`src/rtl/axi_wr_slave_ctrl_if.sv`:
```
// AXI write-channel bundle (AW, W, B) between a bus master and the write sequencer.
// The slave modport is the view used by axi_wr_slave_ctrl.
interface axi_wr_slave_ctrl_if #(
  parameter int AW = 32,
  parameter int DW = 32
);
  logic          awvalid;
  logic [3:0]    awid;
  logic [AW-1:0] awaddr;
  logic [3:0]    awlen;
  logic [2:0]    awsize;
  logic [1:0]    awburst;
  logic          awready;
  logic          wvalid;
  logic [DW-1:0] wdata;
  logic [3:0]    wstrb;
  logic          wlast;
  logic          wready;
  logic          bvalid;
  logic [3:0]    bid;
  logic          bready;

  modport master (
    output awvalid, awid, awaddr, awlen, awsize, awburst,
    output wvalid, wdata, wstrb, wlast, bready,
    input  awready, wready, bvalid, bid
  );

  modport slave (
    input  awvalid, awid, awaddr, awlen, awsize, awburst,
    input  wvalid, wdata, wstrb, wlast, bready,
    output awready, wready, bvalid, bid
  );
endinterface

```
`src/rtl/axi_wr_slave_ctrl.sv`:
```
// Single-outstanding AXI write sequencer: accepts one burst, walks FIXED/INCR/WRAP
// beat addresses onto a word-wide memory write port and returns the B response.
//
// state | meaning
// IDLE  | awready high, waiting for a write request
// DATA  | wready high, one memory write per W handshake
// RESP  | bvalid/bid held until bready
module axi_wr_slave_ctrl #(
  parameter int AW = 32,
  parameter int DW = 32
) (
  input  logic          aclk,
  input  logic          aresetn,
  axi_wr_slave_ctrl_if.slave bus,
  output logic          mem_we,
  output logic [AW-1:0] mem_addr,
  output logic [DW-1:0] mem_wdata,
  output logic [3:0]    mem_be,
  output logic          wlast_err
);

  typedef enum logic [1:0] {IDLE, DATA, RESP} state_t;

  state_t        state_q;
  logic          awready_q;
  logic          wready_q;
  logic          bvalid_q;
  logic [3:0]    bid_q;
  logic [3:0]    id_q;
  logic [3:0]    len_q;
  logic [3:0]    beat_cnt_q;
  logic [1:0]    size_q;
  logic [1:0]    burst_q;
  logic [AW-1:0] addr_q;
  logic [AW-1:0] addr_d;

  logic          w_hs;
  logic          last_beat;
  logic          wrap_ok;
  logic [AW-1:0] incr;
  logic [AW-1:0] base;
  logic [AW-1:0] step_addr;
  logic [AW-1:0] bound_mask;

  assign w_hs      = bus.wvalid & wready_q;
  assign last_beat = (beat_cnt_q == len_q);

  // WRAP only honoured for power-of-two lengths; everything non-FIXED otherwise steps like INCR.
  always_comb begin
    incr       = AW'(1) << size_q;
    base       = addr_q & ~(incr - AW'(1));
    step_addr  = base + incr;
    bound_mask = ((AW'(len_q) + AW'(1)) << size_q) - AW'(1);
    wrap_ok    = (burst_q == 2'd2) &&
                 ((len_q == 4'd1) || (len_q == 4'd3) || (len_q == 4'd7) || (len_q == 4'd15));
    addr_d     = step_addr;
    if (burst_q == 2'd0) begin
      addr_d = addr_q;
    end else if (wrap_ok) begin
      addr_d = (addr_q & ~bound_mask) | (step_addr & bound_mask);
    end
  end

  always_ff @(posedge aclk or negedge aresetn) begin
    if (!aresetn) begin
      state_q    <= IDLE;
      awready_q  <= 1'b0;
      wready_q   <= 1'b0;
      bvalid_q   <= 1'b0;
      bid_q      <= '0;
      id_q       <= '0;
      len_q      <= '0;
      beat_cnt_q <= '0;
      size_q     <= '0;
      burst_q    <= '0;
      addr_q     <= '0;
    end else begin
      case (state_q)
        IDLE: begin
          awready_q <= 1'b1;
          if (bus.awvalid && awready_q) begin
            id_q       <= bus.awid;
            len_q      <= bus.awlen;
            size_q     <= (bus.awsize > 3'd2) ? 2'd2 : bus.awsize[1:0];
            burst_q    <= bus.awburst;
            addr_q     <= bus.awaddr;
            beat_cnt_q <= '0;
            awready_q  <= 1'b0;
            wready_q   <= 1'b1;
            state_q    <= DATA;
          end
        end
        DATA: begin
          if (w_hs) begin
            beat_cnt_q <= beat_cnt_q + 4'd1;
            addr_q     <= addr_d;
            if (last_beat) begin
              wready_q <= 1'b0;
              bvalid_q <= 1'b1;
              bid_q    <= id_q;
              state_q  <= RESP;
            end
          end
        end
        RESP: begin
          if (bvalid_q && bus.bready) begin
            bvalid_q  <= 1'b0;
            awready_q <= 1'b1;
            state_q   <= IDLE;
          end
        end
        default: begin
          state_q   <= IDLE;
          awready_q <= 1'b0;
          wready_q  <= 1'b0;
          bvalid_q  <= 1'b0;
        end
      endcase
    end
  end

  assign bus.awready = awready_q;
  assign bus.wready  = wready_q;
  assign bus.bvalid  = bvalid_q;
  assign bus.bid     = bid_q;

  assign mem_we    = w_hs;
  assign mem_addr  = addr_q;
  assign mem_wdata = bus.wdata;
  assign mem_be    = bus.wstrb;
  // wlast is only checked, never used to end the burst early.
  assign wlast_err = w_hs & (bus.wlast != last_beat);

endmodule

```
`src/flat_wrapper.sv`:
```
// flat-port wrapper written by rule: the top's interface ports become plain ports
module axi_wr_slave_ctrl_flat 
#(
  parameter int AW = 32,
  parameter int DW = 32
)
  (aclk, aresetn, mem_we, mem_addr, mem_wdata, mem_be, wlast_err, bus_awvalid, bus_awid, bus_awaddr, bus_awlen, bus_awsize, bus_awburst, bus_wvalid, bus_wdata, bus_wstrb, bus_wlast, bus_bready, bus_awready, bus_wready, bus_bvalid, bus_bid);
  axi_wr_slave_ctrl_if #(.AW(AW), .DW(DW)) bus_i ();
  input  logic aclk;
  input  logic aresetn;
  output logic mem_we;
  output logic [AW-1:0] mem_addr;
  output logic [DW-1:0] mem_wdata;
  output logic [3:0] mem_be;
  output logic wlast_err;
  input wire logic [$bits(bus_i.awvalid)-1:0] bus_awvalid;
  input wire logic [$bits(bus_i.awid)-1:0] bus_awid;
  input wire logic [$bits(bus_i.awaddr)-1:0] bus_awaddr;
  input wire logic [$bits(bus_i.awlen)-1:0] bus_awlen;
  input wire logic [$bits(bus_i.awsize)-1:0] bus_awsize;
  input wire logic [$bits(bus_i.awburst)-1:0] bus_awburst;
  input wire logic [$bits(bus_i.wvalid)-1:0] bus_wvalid;
  input wire logic [$bits(bus_i.wdata)-1:0] bus_wdata;
  input wire logic [$bits(bus_i.wstrb)-1:0] bus_wstrb;
  input wire logic [$bits(bus_i.wlast)-1:0] bus_wlast;
  input wire logic [$bits(bus_i.bready)-1:0] bus_bready;
  output wire logic [$bits(bus_i.awready)-1:0] bus_awready;
  output wire logic [$bits(bus_i.wready)-1:0] bus_wready;
  output wire logic [$bits(bus_i.bvalid)-1:0] bus_bvalid;
  output wire logic [$bits(bus_i.bid)-1:0] bus_bid;
  assign bus_i.awvalid = bus_awvalid;
  assign bus_i.awid = bus_awid;
  assign bus_i.awaddr = bus_awaddr;
  assign bus_i.awlen = bus_awlen;
  assign bus_i.awsize = bus_awsize;
  assign bus_i.awburst = bus_awburst;
  assign bus_i.wvalid = bus_wvalid;
  assign bus_i.wdata = bus_wdata;
  assign bus_i.wstrb = bus_wstrb;
  assign bus_i.wlast = bus_wlast;
  assign bus_i.bready = bus_bready;
  assign bus_awready = bus_i.awready;
  assign bus_wready = bus_i.wready;
  assign bus_bvalid = bus_i.bvalid;
  assign bus_bid = bus_i.bid;
  axi_wr_slave_ctrl #(.AW(AW), .DW(DW)) u_core (.aclk(aclk), .aresetn(aresetn), .bus(bus_i), .mem_we(mem_we), .mem_addr(mem_addr), .mem_wdata(mem_wdata), .mem_be(mem_be), .wlast_err(wlast_err));
endmodule
```
`config.mk`:
```
export PLATFORM = sky130hd
export DESIGN_NAME = axi_wr_slave_ctrl_flat
export DESIGN_NICKNAME = d
export VERILOG_FILES = /design/src/rtl/axi_wr_slave_ctrl_if.sv /design/src/rtl/axi_wr_slave_ctrl.sv /design/src/flat_wrapper.sv
export SDC_FILE = /design/constraint.sdc
export NUM_CORES = 1
export LEC_CHECK = 0
export BUFFER_PORTS_ARGS = -buffer_cell sky130_fd_sc_hd__buf_2
export CORE_MARGIN = 1
export CORE_UTILIZATION = 40
export CTS_CLUSTER_SIZE = 20
export DETAILED_ROUTE_END_ITERATION = 10
export GPL_TIMING_DRIVEN = 0
export HOLD_SLACK_MARGIN = 0.08
export PLACE_DENSITY = 0.67
export SYNTH_ARGS = -nofsm -noshare
export SYNTH_HDL_FRONTEND = slang
export SYNTH_SLANG_ARGS = --single-unit
```
`constraint.sdc`:
```
create_clock -name aclk -period 7.3 [get_ports aclk]
set_input_delay 1.46 -clock aclk [delete_from_list [all_inputs] [get_ports aclk]]
set_output_delay 1.46 -clock aclk [all_outputs]
set_load 0.02 [all_outputs]
```
==> metrics <==
outcome=finished, final reports clean; ys async rst share=100%; ant diodes=0; io pins=164; Hold Path Origin=u_core.id_q[3]; sw power=0.178 mW; gr usage total=23.9%; Hold Path End=u_core.id_q[3]; worst setup margin=3510 ps; vias per cell=5.63; grt ovf=0; Seq/Total Area, Yosys=32.3%; P per Cell Area=127 nW/um2; Clock Latency Late Sink=350 ps; worst r2r src=u_core.size_q[1]; synthesized area per cell=8.06 um2; vias=4652; Post-CTS Resized=0; P_leak=2.60 nW; Switching Share=25.8%; Comb pwr share=8.5%; initial antenna violation count=0; Sequential Area=1430 um2; final core utilization=51.6%; Slew @ Worst Pin=991 ps; Die X=107 um; largest net degree at the start of global routing=58; Total Nets Final=780; Critical Path AT=2330 ps; Remaining DRCs=0; Tcrit/Tclk final=52.0%; EDFF count, synth=0; r2r setup slk=3660 ps; number of global-route vias before repair=4296; R2R depth=12; Flop pwr share=45.7%; routability cong.=0.856; die area=11400 um2; flops & latches, synth=57; endpoints failing setup=0; initial drt markers=368; internal power=0.512 mW; Syn. warnings=0; final-layout fill cell count=1002; chip height=107 um; final hold vios=0; Buffers on Ports=127; worst hold margin=482 ps; max cap viols=0; worst-path fanout max=10; share of layout cells above drive strength 1=30.9%; clk slew on worst S/H paths=80 ps; first-pass GRT wire length=21300 um; Slew Limit Fails=0; post-route ant nets=0; postcts setup bufs=0; Pre-Repair DR Iteration Count=5; number of distinct library cells after synthesis=73; CTS H-Tree Depth=3; CTS Buf Count=9; Setup crit end kind=output port; Crit Path Category=register to output port; setup tns final=0 ps; Hold Crit Class=register to register; post-route minimum period=3790 ps; # rows=37; Area Growth Syn to Fin=23.0%; syn nets=642; CTS Sinks=57; maximum vdd drop=126 uV; synthesized area=4410 um2; Place WS=3500 ps; Avg WL per Cell=16.5 um; Clk network pwr share=45.7%; CTS tree=yes; post-DP HPWL=10100 um; Initial Utilization=42.0%; Root Driver=clkbuf_8; relative slew slack=33.3%; FMAX=264 MHz; area of the multi-input gates=2520 um2; drt total wl=13600 um; final setup skew=11.5 ps; Core Footprint=10500 um2; required time of the critical path=5840 ps; RSZ-0062 raised after global routing=no; Synth Instances=547; clock tree buffer depth=2; Setup crit start kind=register; cts hold-fix bufs=0; Hold Crit Depth=2; Synth Flop Type=dfrtp_1
## cells in the mapped netlist, types with 3 or more instances
cell type | instances | area [um2]
a21oi_1 | 30 | 150
a22o_1 | 3 | 26.3
a31oi_1 | 11 | 68.8
and2_1 | 3 | 18.8
and3_1 | 6 | 37.5
buf_2 | 7 | 35.0
buf_4 | 37 | 278
clkbuf_1 | 14 | 52.6
dfrtp_1 | 57 | 1430
ha_1 | 8 | 100
inv_1 | 21 | 78.8
mux2_2 | 8 | 90.1
mux2i_1 | 3 | 30.0
nand2_1 | 92 | 345
nand2b_1 | 7 | 43.8
nand3_1 | 22 | 110
nand3b_1 | 3 | 22.5
nand4_1 | 10 | 62.6
nor2_1 | 32 | 120
nor2b_1 | 9 | 56.3
nor3_1 | 7 | 35.0
nor4_1 | 6 | 37.5
o211a_1 | 3 | 30.0
o211ai_1 | 6 | 45.0
o21ai_0 | 34 | 170
o22ai_1 | 8 | 50.1
o31a_1 | 9 | 78.8
or3_1 | 5 | 31.3
xnor2_1 | 14 | 123
xor2_1 | 14 | 123
## worst max-delay path by stage
stage / start / end / slack (ps)
floorplan: bus_wlast / wlast_err / 3980
global placement: bus_awvalid / register / 3540
detailed placement: bus_awvalid / register / 3500
CTS: u_core.len_q[0] / wlast_err / 3490
global route: u_core.len_q[0] / wlast_err / 3310
finish: u_core.len_q[0] / wlast_err / 3510
## layer usage
| layer | routed length (um) | up-vias | share of wire (%) | GRT usage [%] |
|---|---|---|---|---|
| li1 | - | 2206 | - | - |
| met3 | 899 | 23 | 6.6 | 3.59 |
| met4 | 206 | 0 | 1.5 | 7.93 |
| met1 | 6200 | 2205 | 45 | 32.5 |
| met5 | 0 | - | 0 | 0 |
| met2 | 6330 | 218 | 46 | 38.8 |
## cell type report
cell class / count / share of cell area, %
well taps: 136 / 3.14
clock inverters: 6 / 1.22
repair buffers: 127 / 11.8
clock buffers: 10 / 2.54
inverters: 21 / 1.45
multi-input cells: 408 / 46.5
plain buffers: 61 / 7.09
flip-flops and latches: 57 / 26.3
## cell usage in the layout, fill, tap and decap left out, drive strengths merged, types with 6 or more instances in the layout
| master | instances |
|---|---|
| ha | 8 |
| nor4 | 7 |
| clkbuf | 24 |
| o31a | 9 |
| o211ai | 6 |
| nand3 | 23 |
| xnor2 | 14 |
| a21oi | 30 |
| nor3 | 7 |
| dfrtp | 57 |
| nand4 | 11 |
| buf | 174 |
| o21ai | 36 |
| o22ai | 8 |
| nor2 | 33 |
| a31oi | 11 |
| or3 | 8 |
| nand2b | 7 |
| mux2 | 8 |
| xor2 | 14 |
| nand2 | 92 |
| and3 | 8 |
| inv | 22 |
| nor2b | 9 |
## through the flow
step / total power [mW] / std cells / cell area, um2
floorplan: 0.351 / 547 / 4410
global placement: 0.381 / 810 / 5220
detailed placement: 0.381 / 810 / 5220
CTS: 0.696 / 826 / 5420
global route: 0.709 / 826 / 5420
finish: 0.690 / 826 / 5420
## power by group through the flow
| stage | logic, mW | clock network [mW] | registers (mW) |
|---|---|---|---|
| after global routing | 0.0638 | 0.330 | 0.315 |
| after floorplan | 0.0296 | 0 | 0.322 |
| after CTS | 0.0597 | 0.321 | 0.316 |
| final | 0.0589 | 0.316 | 0.316 |
| after detailed placement | 0.0595 | 0 | 0.322 |
| after global placement | 0.0592 | 0 | 0.322 |
## critical path, stage by stage (launching register included)
cell and delay [ps]:
dfrtp_1 420, clkbuf_1 370, xor2_1 120, nor4_1 660, xnor2_1 140, nor2_1 100
buf_2 160
## logic make-up after synthesis
group | synth area share (%)
AND/OR/NAND/NOR | 25.1
AO/OA/AOI/OAI | 21.5
multiplexers | 2.72
adder cells (fa/ha/maj) | 2.27
XOR/XNOR | 5.56
buffers and inverters | 10.5
flip-flops | 32.3
Power figures use the tool's default switching activity.
